### src/rtl/mem_bus_pkg.sv
// Shared types and constants for the CPU memory-bus bridge (mem_bus_ctrl).
package mem_bus_pkg;

  typedef enum logic [1:0] {IDLE, ACCESS, WAIT, DATA} state_e;

  localparam int BASE_W = 16;
  localparam int LEN_W  = 16;
  localparam int WS_W   = 4;

  localparam logic [15:0] VACANT_WORD = 16'h3FFF;
  localparam logic [15:0] VACANT_BYTE = 16'h00FF;

  // Zero-extended byte lane for byte reads, full word otherwise.
  function automatic logic [15:0] read_lane(input logic [15:0] d, input logic bw, input logic hi);
    return !bw ? d : (hi ? {8'h00, d[15:8]} : {8'h00, d[7:0]});
  endfunction

  // Byte write enables {hi,lo} for one region.
  function automatic logic [1:0] write_lanes(input logic bw, input logic hi);
    return !bw ? 2'b11 : (hi ? 2'b10 : 2'b01);
  endfunction

endpackage

### src/rtl/mem_bus_decode.sv
// Combinational region decoder: byte address -> hit, region index, wait states, read-only, word offset.
module mem_bus_decode
  import mem_bus_pkg::*;
#(
  parameter int                       NREG     = 4,
  parameter int                       AW       = 15,
  parameter int                       IDXW     = 2,
  parameter logic [BASE_W*NREG-1:0]   REG_BASE = '0,
  parameter logic [LEN_W*NREG-1:0]    REG_LEN  = '0,
  parameter logic [WS_W*NREG-1:0]     REG_WS   = '0,
  parameter logic [NREG-1:0]          REG_RO   = '0
) (
  input  logic [15:0]     addr,
  output logic            hit,
  output logic [IDXW-1:0] idx,
  output logic [WS_W-1:0] ws,
  output logic            ro,
  output logic [AW-1:0]   word_off
);

  logic [16:0] base;
  logic [16:0] lim;
  logic [15:0] diff;

  // NOTE: every output and temporary gets a default before the loop so no latch is inferred.
  always_comb begin
    hit      = 1'b0;
    idx      = '0;
    ws       = '0;
    ro       = 1'b0;
    word_off = '0;
    base     = '0;
    lim      = '0;
    diff     = '0;
    // Descending scan so the lowest matching index is the one left standing; 17-bit end allows 0x10000.
    for (int i = NREG - 1; i >= 0; i--) begin
      base = {1'b0, REG_BASE[BASE_W*i +: BASE_W]};
      lim  = base + {1'b0, REG_LEN[LEN_W*i +: LEN_W]};
      if (({1'b0, addr} >= base) && ({1'b0, addr} < lim)) begin
        hit      = 1'b1;
        idx      = IDXW'(i);
        ws       = REG_WS[WS_W*i +: WS_W];
        ro       = REG_RO[i];
        diff     = addr - REG_BASE[BASE_W*i +: BASE_W];
        word_off = AW'(diff >> 1);
      end
    end
  end

endmodule

### src/rtl/mem_bus_ctrl.sv
// Registered CPU bus (MAB/MDB) to NREG block-memory bridge with wait states and violation flags.
// Optional MEMBUS_VIOL_CAPTURE_EN adds VIOL_CLR/VIOL_VALID/VIOL_ADDR first-violation capture.
module mem_bus_ctrl
  import mem_bus_pkg::*;
#(
  parameter int                     NREG     = 4,
  parameter int                     AW       = 15,
  parameter logic [BASE_W*NREG-1:0] REG_BASE = {16'hFF80, 16'h4400, 16'h1C00, 16'h1000},
  parameter logic [LEN_W*NREG-1:0]  REG_LEN  = {16'h0080, 16'hBB80, 16'h0800, 16'h0800},
  parameter logic [WS_W*NREG-1:0]   REG_WS   = {4'd1, 4'd1, 4'd0, 4'd0},
  parameter logic [NREG-1:0]        REG_RO   = 4'b0001
) (
  input  logic                 MCLK,
  input  logic                 RST,
  input  logic                 MREQ,
  input  logic [15:0]          MAB,
  input  logic [15:0]          MDBwrite,
  input  logic                 MW,
  input  logic                 BW,
  output logic [15:0]          MDBread,
  output logic                 MRDY,
  output logic                 VMAIFG,
  output logic                 ACCVIFG,
  output logic [NREG-1:0]      mem_en,
  output logic [2*NREG-1:0]    mem_we,
  output logic [AW-1:0]        mem_addr,
  output logic [15:0]          mem_din,
  input  logic [16*NREG-1:0]   mem_dout
`ifdef MEMBUS_VIOL_CAPTURE_EN
  ,
  input  logic                 VIOL_CLR,
  output logic                 VIOL_VALID,
  output logic [15:0]          VIOL_ADDR
`endif
);

  localparam int IDXW = (NREG > 1) ? $clog2(NREG) : 1;

  state_e            state_q, state_d;
  logic              dec_hit, dec_ro;
  logic [IDXW-1:0]   dec_idx;
  logic [WS_W-1:0]   dec_ws;
  logic [AW-1:0]     dec_word_off;

  logic              hit_q, hit_d, ro_q, ro_d, mw_q, mw_d, bw_q, bw_d, hi_q, hi_d;
  logic [IDXW-1:0]   idx_q, idx_d;
  logic [WS_W-1:0]   cnt_q, cnt_d;
  logic [15:0]       mdbread_q, mdbread_d, din_q, din_d;
  logic              mrdy_q, mrdy_d, vmaifg_q, vmaifg_d, accvifg_q, accvifg_d;
  logic [NREG-1:0]   en_q, en_d;
  logic [2*NREG-1:0] we_q, we_d;
  logic [AW-1:0]     addr_q, addr_d;

  mem_bus_decode #(
    .NREG(NREG), .AW(AW), .IDXW(IDXW),
    .REG_BASE(REG_BASE), .REG_LEN(REG_LEN), .REG_WS(REG_WS), .REG_RO(REG_RO)
  ) u_decode (
    .addr(MAB), .hit(dec_hit), .idx(dec_idx), .ws(dec_ws), .ro(dec_ro), .word_off(dec_word_off)
  );

  // NOTE: sequential state uses non-blocking assignments so all flops update together at the edge.
  always_ff @(posedge MCLK or negedge RST) begin
    if (!RST) state_q <= IDLE;
    else      state_q <= state_d;
  end

  always_comb begin
    state_d = state_q;
    case (state_q)
      IDLE:         if (MREQ) state_d = ACCESS;
      ACCESS, WAIT: state_d = (cnt_q == '0) ? DATA : WAIT;
      DATA:         state_d = IDLE;
      default:      state_d = IDLE;
    endcase
  end

  always_comb begin
    hit_d = hit_q; ro_d = ro_q; mw_d = mw_q; bw_d = bw_q; hi_d = hi_q; idx_d = idx_q; cnt_d = cnt_q;
    mdbread_d = mdbread_q; mrdy_d = mrdy_q; vmaifg_d = 1'b0; accvifg_d = 1'b0;
    en_d = en_q; we_d = we_q; addr_d = addr_q; din_d = din_q;
    case (state_q)
      IDLE: if (MREQ) begin
        hit_d  = dec_hit; ro_d = dec_ro; mw_d = MW; bw_d = BW; hi_d = MAB[0];
        idx_d  = dec_idx; cnt_d = dec_ws; mrdy_d = 1'b0; addr_d = dec_word_off;
        din_d  = !BW ? MDBwrite : (MAB[0] ? {MDBwrite[7:0], 8'h00} : {8'h00, MDBwrite[7:0]});
        en_d   = '0;
        we_d   = '0;
        // Vacant accesses and writes to read-only regions never touch the memories.
        if (dec_hit && !(MW && dec_ro)) begin
          en_d = NREG'(1) << dec_idx;
          if (MW) we_d = (2*NREG)'(write_lanes(BW, MAB[0])) << {dec_idx, 1'b0};
        end
      end
      ACCESS, WAIT: begin
        we_d = '0;
        if (cnt_q == '0) en_d  = '0;
        else             cnt_d = cnt_q - WS_W'(1);
      end
      DATA: begin
        mrdy_d = 1'b1;
        if (!hit_q) begin
          vmaifg_d = 1'b1;
          if (!mw_q) mdbread_d = bw_q ? VACANT_BYTE : VACANT_WORD;
        end else if (mw_q) begin
          accvifg_d = ro_q;
        end else begin
          mdbread_d = read_lane(mem_dout[16*idx_q +: 16], bw_q, hi_q);
        end
      end
      default: ;
    endcase
  end

  always_ff @(posedge MCLK or negedge RST) begin
    if (!RST) begin
      hit_q <= 1'b0; ro_q <= 1'b0; mw_q <= 1'b0; bw_q <= 1'b0; hi_q <= 1'b0;
      idx_q <= '0; cnt_q <= '0; mdbread_q <= '0; mrdy_q <= 1'b1;
      vmaifg_q <= 1'b0; accvifg_q <= 1'b0;
      en_q <= '0; we_q <= '0; addr_q <= '0; din_q <= '0;
    end else begin
      hit_q <= hit_d; ro_q <= ro_d; mw_q <= mw_d; bw_q <= bw_d; hi_q <= hi_d;
      idx_q <= idx_d; cnt_q <= cnt_d; mdbread_q <= mdbread_d; mrdy_q <= mrdy_d;
      vmaifg_q <= vmaifg_d; accvifg_q <= accvifg_d;
      en_q <= en_d; we_q <= we_d; addr_q <= addr_d; din_q <= din_d;
    end
  end

  assign MDBread  = mdbread_q;
  assign MRDY     = mrdy_q;
  assign VMAIFG   = vmaifg_q;
  assign ACCVIFG  = accvifg_q;
  assign mem_en   = en_q;
  assign mem_we   = we_q;
  assign mem_addr = addr_q;
  assign mem_din  = din_q;

`ifdef MEMBUS_VIOL_CAPTURE_EN
  logic [15:0] mab_q, mab_d, viol_addr_q, viol_addr_d;
  logic        viol_valid_q, viol_valid_d, viol_event;

  assign viol_event = (state_q == DATA) && (!hit_q || (mw_q && ro_q));

  // A coinciding clear and event leaves the new event captured.
  always_comb begin
    mab_d        = mab_q;
    viol_valid_d = viol_valid_q;
    viol_addr_d  = viol_addr_q;
    if (state_q == IDLE && MREQ) mab_d = MAB;
    if (viol_event && (!viol_valid_q || VIOL_CLR)) begin
      viol_valid_d = 1'b1;
      viol_addr_d  = mab_q;
    end else if (VIOL_CLR) begin
      viol_valid_d = 1'b0;
      viol_addr_d  = '0;
    end
  end

  always_ff @(posedge MCLK or negedge RST) begin
    if (!RST) begin
      mab_q <= '0; viol_valid_q <= 1'b0; viol_addr_q <= '0;
    end else begin
      mab_q <= mab_d; viol_valid_q <= viol_valid_d; viol_addr_q <= viol_addr_d;
    end
  end

  assign VIOL_VALID = viol_valid_q;
  assign VIOL_ADDR  = viol_addr_q;
`endif

endmodule

### config.mk
export PLATFORM = sky130hd
export DESIGN_NAME = mem_bus_ctrl
export DESIGN_NICKNAME = d
export VERILOG_FILES = /design/src/rtl/mem_bus_pkg.sv /design/src/rtl/mem_bus_decode.sv /design/src/rtl/mem_bus_ctrl.sv
export SDC_FILE = /design/constraint.sdc
export NUM_CORES = 1
export LEC_CHECK = 0
export ABC_AREA = 1
export BUFFER_PORTS_ARGS = -buffer_cell sky130_fd_sc_hd__buf_2
export CORE_UTILIZATION = 45
export DETAILED_ROUTE_END_ITERATION = 8
export HOLD_SLACK_MARGIN = 0.1
export PLACE_DENSITY = 0.77
export SYNTH_ARGS = -nofsm -noshare
export SYNTH_HDL_FRONTEND = slang
export SYNTH_SLANG_ARGS = --single-unit
### constraint.sdc
create_clock -name MCLK -period 1.6 [get_ports MCLK]
set_input_delay 0.24 -clock MCLK [delete_from_list [all_inputs] [get_ports MCLK]]
set_output_delay 0.24 -clock MCLK [all_outputs]
set_load 0.01 [all_outputs]
# Yosys cells after proc, flatten, opt, wreduce, memory -nomap -nowiden
# Index checks and enable logic that the tools add are counted.
# word_totals
register_bits	75
in_bits	101
wordCells	103
# op_classes
reduce_logical	17
n_eq_ne	6
n_lt_le_gt_ge	7
shift	3
n_bitwise	1
muxes	48
add_sub_neg	5
# ops
op	count
two-way mux 16 bit	6
indexed part select 64 x 7 -> 16 bit	1
two-way mux 15 bit	4
>= comparator 16 x 13 -> 1 bit (second input constant)	2
two-way mux 4 bit	8
two-way mux 8 bit	4
subtractor 16 x 13 -> 16 bit (second input constant)	2
>= comparator 16 x 15 -> 1 bit (second input constant)	1
>= comparator 16 bit (second input constant)	1
< comparator 16 x 13 -> 1 bit (second input constant)	1
< comparator 16 x 14 -> 1 bit (second input constant)	1
< comparator 16 bit (second input constant)	1
case mux 4 bit (2 select lines)	2
case mux 8 bit (2 select lines)	1
subtractor 16 x 15 -> 16 bit (second input constant)	1
subtractor 16 bit (second input constant)	1
two-way mux 14 bit	1
two-way mux 2 bit	7
two-way mux 1 bit	13
AND reduction 2 bit	4
left shift 2 x 3 -> 8 bit	1
inequality test 2 bit (second input constant)	3
case mux 2 bit (3 select lines)	1
AND reduction 3 bit	2
other kinds (12)	18

# Longest topological paths before layout
# depth
ltp_word	10
depth_mapped	16
mapped_depth_nobuf	15

# Modules after synthesis
# Synthesis repeated with hierarchy kept, for this count alone.
# unflattened
cells_unflattened	684
area_unflattened_um2	4828.4
# by_module_without_submodules
module	seq_area_each_um2	area_each_um2	cells_each	instances
mem_bus_ctrl	1878.1	3866.2	508	1
mem_bus_decode	0.0	962.2	176	1

# Worst setup path before layout
# No wires, ideal clock.
# synth_timing
path_type	register to register
startpoint	reg state_q[1]
endpoint	reg cnt_q[2]
required_time_ns	1.518
period_less_slack_ns	1.530
path_slack_ns	0.070
n_path_buf	0
arrival_time_ns	1.448
setup_time_ns	0.082
stages_incl_launch_ff	9
cell_sequence	dfrtp_1 -> inv_1 -> ha_1 -> inv_1 -> o21ai_2 -> nand2_1 -> o21ai_0 -> nand2_1 -> a31oi_1
# synth_between
elab_chain_len	4
word_cells_on_any_way	9
# synth_lines
element	line	text
start: declaration	mem_bus_ctrl.sv:39	state_e state_q, state_d;
start signal: assignment	mem_bus_ctrl.sv:64	else state_q <= state_d;
equality test 2 x 1 -> 1 bit / equality test 2 bit (equally long branches)	mem_bus_ctrl.sv:81	case (state_q)
OR reduction 2 bit	mem_bus_ctrl.sv:81	
inequality test 2 bit (no source line) / nonzero test 2 bit (equally long branches)	-	
AND reduction 3 bit (no source line)	-	
end signal: assignment	mem_bus_ctrl.sv:122	idx_q <= idx_d; cnt_q <= cnt_d; mdbread_q <= mdbread_d; mrdy_q <= mrdy_d;
end: declaration	mem_bus_ctrl.sv:47	logic [WS_W-1:0] cnt_q, cnt_d;
# Several ways; a longest one is shown, not always the timed one.
# A chain may end at the register's enable or synchronous reset.

# Worst setup path in the final report
# layout_timing
startpoint	reg idx_q[0]
endpoint	reg mdbread_q[4], in the netlist MDBread[4]
# layout_between
elab_chain_len	5
# layout_lines
element	line	text
start: declaration	mem_bus_ctrl.sv:46	logic [IDXW-1:0] idx_q, idx_d;
start signal: assignment	mem_bus_ctrl.sv:122	
indexed part select 64 x 7 -> 16 bit *	mem_bus_ctrl.sv:107	mdbread_d = read_lane(mem_dout[16*idx_q +: 16], bw_q, hi_q);
two-way mux 8 bit	mem_bus_pkg.sv:15	return !bw ? d : (hi ? {8'h00, d[15:8]} : {8'h00, d[7:0]});
two-way mux 16 bit *	mem_bus_pkg.sv:15	
two-way mux 16 bit *	mem_bus_ctrl.sv:104	end else if (mw_q) begin
two-way mux 16 bit *	mem_bus_ctrl.sv:101	if (!hit_q) begin
end signal: assignment	mem_bus_ctrl.sv:122	
end: declaration	mem_bus_ctrl.sv:48	logic [15:0] mdbread_q, mdbread_d, din_q, din_d;
# Mark *: on every way between the ends. The rest lies on a longest branch, timed or not. The select of a mux whose other input is x is not followed.

==> results by group <==
Route
  – DRC violations left: 0
  – Routed via count: ~4700
  – Via density: a little over 5
  – DRC violation total after the first TritonRoute iteration: about 210
  – Total routed wirelength: 13.7 mm
  – Number of detailed-routing iterations run before antenna repair: 5
  – Post-route ant nets: 0
  – Average wire per standard cell: approximately 15 µm

STA
  – Slew Viols, Final: 0
  – Endpoints failing hold: 0
  – # setup viols final: 0
  – Worst-case setup margin in the final layout: 0.0594 ns
  – Unrepaired setup endpoints after global routing: yes
  – Fin crit period: 1.54 ns
  – Final Cycle Share: 0.963
  – Slew at the pin closest to its max-slew limit: approximately 0.44 ns
  – Remaining max-slew budget at the tightest pin: 0.706
  – Clock Skew: between 0.008 and 0.009 ns
  – Max Clk Rate: between 0.6 and 0.7 GHz

GRT
  – Initial antenna violation count: 0
  – Number of global-route vias before repair: ~4600
  – Leftover overflow at the end of global routing: 0
  – Pin count of the biggest net entering global routing: 32
  – Gr usage total: 0.269
  – First-pass GRT wire length: 21.0 mm

Placed design
  – RePlAce Congestion: a little under 0.9
  – Number of buffers inserted by port buffering: ~160
  – Pre-CTS setup slack: -0.292 ns
  – Final HPWL from detailed placement: around 11 mm

Power and ir drop
  – Power density relative to cell area: around 1600 nW/µm²
  – LEAKAGE: 3.23 nW
  – Worst voltage drop across the vdd grid: between 700 and 800 µV

Clock tree
  – Number of buffers added by the clock tree synthesis step: 9
  – Clk buf depth: 2
  – CTS HTree Levels: 3
  – Clock Sinks: 75
  – Buffer cell driving the clock tree root: sky130_fd_sc_hd__clkbuf_8
  – Later-pin clock latency in the skew report: about 0.35 ns
  – CTS tree: built
  – Clock slew at reported path FFs: approximately 0.08 ns

Finish
  – Layout overhead on the synthesized area: 38.1%
  – Fill count: 857
  – Final core occ: 0.647
  – Number of diodes: 0
  – Count of nets after finishing: 896
  – Layout cell share with drive strength beyond 1: 0.359
  – Area taken by multi-input logic gates: ~2200 µm²
  – Area taken by flip-flops and latches: ~1900 µm²

Floorplanning
  – Initial standard-cell utilization of the core: 0.468
  – Overall die area: between 10000 and 15000 µm²
  – Area of the core: between 9000 and 10000 µm²
  – Die outline width: roughly 100 µm
  – Number of cell rows: 35
  – Overall die height: around 100 µm
  – Count of boundary I/O pins: roughly 160

Synthesis
  – Number of synthesized register bits: 75
  – Top FF cell, synth: sky130_fd_sc_hd__dfrtp_1
  – Post-synthesis net count: a little under 700
  – Post-synthesis instance total: ~570
  – Proportion of synthesized flip-flops having asynchronous set or reset: 1.00
  – Cell area after synthesis: ~4400 µm²
  – Synthesized area per cell: approximately 7.7 µm²
  – Sequential fraction of the synthesis area: 0.430
  – YS warnings: 0
  – Library cells used by synthesis: 42
  – Count of flip-flops with a built-in enable after synthesis: 0

Setup path
  – Critical Path AT: around 1.8 ns
  – Type of element launching the critical path: flop
  – Data required time at the worst endpoint: ~1.8 ns
  – Critical path fanouts, max: 6
  – Delay of the slowest critical-path stage: around 0.43 ns
  – Slowest library cell on the worst path: sky130_fd_sc_hd__dfrtp_2
  – Worst setup path category: flop to flop
  – Ordered list of cells on the worst path: clkinvlp_2 -> buf_4 -> nor2_1 -> o221ai_1 -> o211ai_1 -> nand2_1
  – CP endpoint kind: flop

Worst hold path
  – Type of the most critical hold path: input pin to flop

Run status
  – Status: complete, no violations

Job
  – Number of violations of the max-capacitance limit: 0
critical path, delay by kind of cell (launching register included):
| kind | cells | cell delay, ns |
|---|---|---|
| flip-flops | 1 | 0.43 |
| buffers and inverters | 2 | 0.42 |
| AO/OA/AOI/OAI | 2 | 0.42 |
| AND/OR/NAND/NOR | 2 | 0.15 |
cells in the final DEF (no fill, tap or decap), types with 4 or more instances in the layout:
master and n:
sky130_fd_sc_hd__inv_1 41, sky130_fd_sc_hd__nand2_2 7, sky130_fd_sc_hd__o221ai_1 4, sky130_fd_sc_hd__clkbuf_8 9, sky130_fd_sc_hd__inv_2 5, sky130_fd_sc_hd__ha_1 12, sky130_fd_sc_hd__o211ai_1 10, sky130_fd_sc_hd__nand3_1 34
sky130_fd_sc_hd__buf_2 161, sky130_fd_sc_hd__buf_6 4, sky130_fd_sc_hd__nor2_2 7, sky130_fd_sc_hd__nand2_1 151, sky130_fd_sc_hd__a21oi_1 9, sky130_fd_sc_hd__a22oi_1 7, sky130_fd_sc_hd__dfrtp_1 73, sky130_fd_sc_hd__buf_4 53
sky130_fd_sc_hd__o311ai_0 6, sky130_fd_sc_hd__nor2_1 74, sky130_fd_sc_hd__a22o_1 6, sky130_fd_sc_hd__o21ai_0 49, sky130_fd_sc_hd__dlygate4sd3_1 5, sky130_fd_sc_hd__o21ai_1 5
cells in the mapped netlist (4+ instances only):
master	count	area share
sky130_fd_sc_hd__a21oi_1	9	0.010
sky130_fd_sc_hd__a22o_1	6	0.012
sky130_fd_sc_hd__a22oi_1	7	0.012
sky130_fd_sc_hd__buf_2	9	0.010
sky130_fd_sc_hd__clkbuf_1	8	0.0069
sky130_fd_sc_hd__dfrtp_1	74	0.42
sky130_fd_sc_hd__ha_1	13	0.037
sky130_fd_sc_hd__inv_1	43	0.037
sky130_fd_sc_hd__inv_2	5	0.0043
sky130_fd_sc_hd__nand2_1	152	0.13
sky130_fd_sc_hd__nand2_2	6	0.0086
sky130_fd_sc_hd__nand3_1	34	0.039
sky130_fd_sc_hd__nor2_1	77	0.066
sky130_fd_sc_hd__nor2_2	4	0.0057
sky130_fd_sc_hd__o211ai_1	10	0.017
sky130_fd_sc_hd__o21ai_0	52	0.060
sky130_fd_sc_hd__o221ai_1	6	0.012
sky130_fd_sc_hd__o311ai_0	6	0.012
sky130_fd_sc_hd__o31ai_1	4	0.0069
final cells by class:
| type | instances | area share |
|---|---|---|
| clock buffers | 9 | 0.0205 |
| inverters | 51 | 0.0342 |
| well taps | 129 | 0.0268 |
| flip-flops and latches | 75 | 0.312 |
| repair buffers | 226 | 0.226 |
| clock inverters | 6 | 0.0108 |
| multi-input cells | 418 | 0.369 |
| repair inverters | 1 | 0.000830 |
sequential cells by signal, indices dropped and copies added, names as in the netlist, 2 cells and up:
name / flops
idx_q: 2
mem_addr: 15
mem_we: 8
cnt_q: 4
mem_en: 4
mem_din: 16
state_q: 2
MDBread: 16
through the flow:
step	setup TNS (ns)	power (mW)	hold WS, ns	cell area (µm²)	cells
6_report	0	9.55	0.118	6030	915
5_1_grt	-0.280	10.3	0.110	6030	915
4_1_cts	-0.0894	9.17	0.104	5860	904
3_5_place_dp	-3.08	7.65	0.206	5610	884
3_3_place_gp	-1.58	7.50	0.202	5610	884
2_1_floorplan	0	5.70	-0.0556	4370	565
final timing paths:
check,cells after the start,from,end,slack [ns]
max in group asynchronous,3,RST,mem_we[6]$_DFFE_PN0P_,0.63
min reg2reg,2,mem_addr[3]$_DFFE_PN0P_,mem_addr[3]$_DFFE_PN0P_,0.48
max,6,idx_q[0]$_DFFE_PN0P_,MDBread[4]$_DFFE_PN0P_,0.06
max reg2reg,6,idx_q[0]$_DFFE_PN0P_,MDBread[4]$_DFFE_PN0P_,0.06
min in group asynchronous,2,RST,mem_we[1]$_DFFE_PN0P_,0.38
min,2,MW,mem_en[0]$_DFFE_PN0P_,0.12
cells by family after synthesis:
logic type | Yosys count | share of synthesized area
xor+xnor | 5 | 0.0100
simple gates | 291 | 0.292
flops | 75 | 0.430
fa+ha+maj | 13 | 0.0373
compound gates | 109 | 0.157
buf+inv | 72 | 0.0739
per-layer routing:
layer  global-route usage  vias to the layer above  part of all wire
met5                    0                        -                 0
met4               0.0936                        0             0.025
met3               0.0624                       29             0.062
met2                0.498                      188              0.50
met1                0.302                     2196              0.41
li1                     -                     2299                 -
power breakdown:
part	total (mW)	internal, mW	switching [mW]
sequential	3.14	2.66	0.471
combinational	4.96	2.11	2.85
clock	1.45	0.718	0.737
total	9.55	5.49	4.06
timing repair:
action	CTS	global route
hold buffers	5	0
buffers inserted	0	9
cloned	0	2
hold endpoints to repair	32	0
gates resized for setup	4	19
pin swaps	1	5
endpoints found under the setup margin	23	52
(Power assumes the default switching activity.)
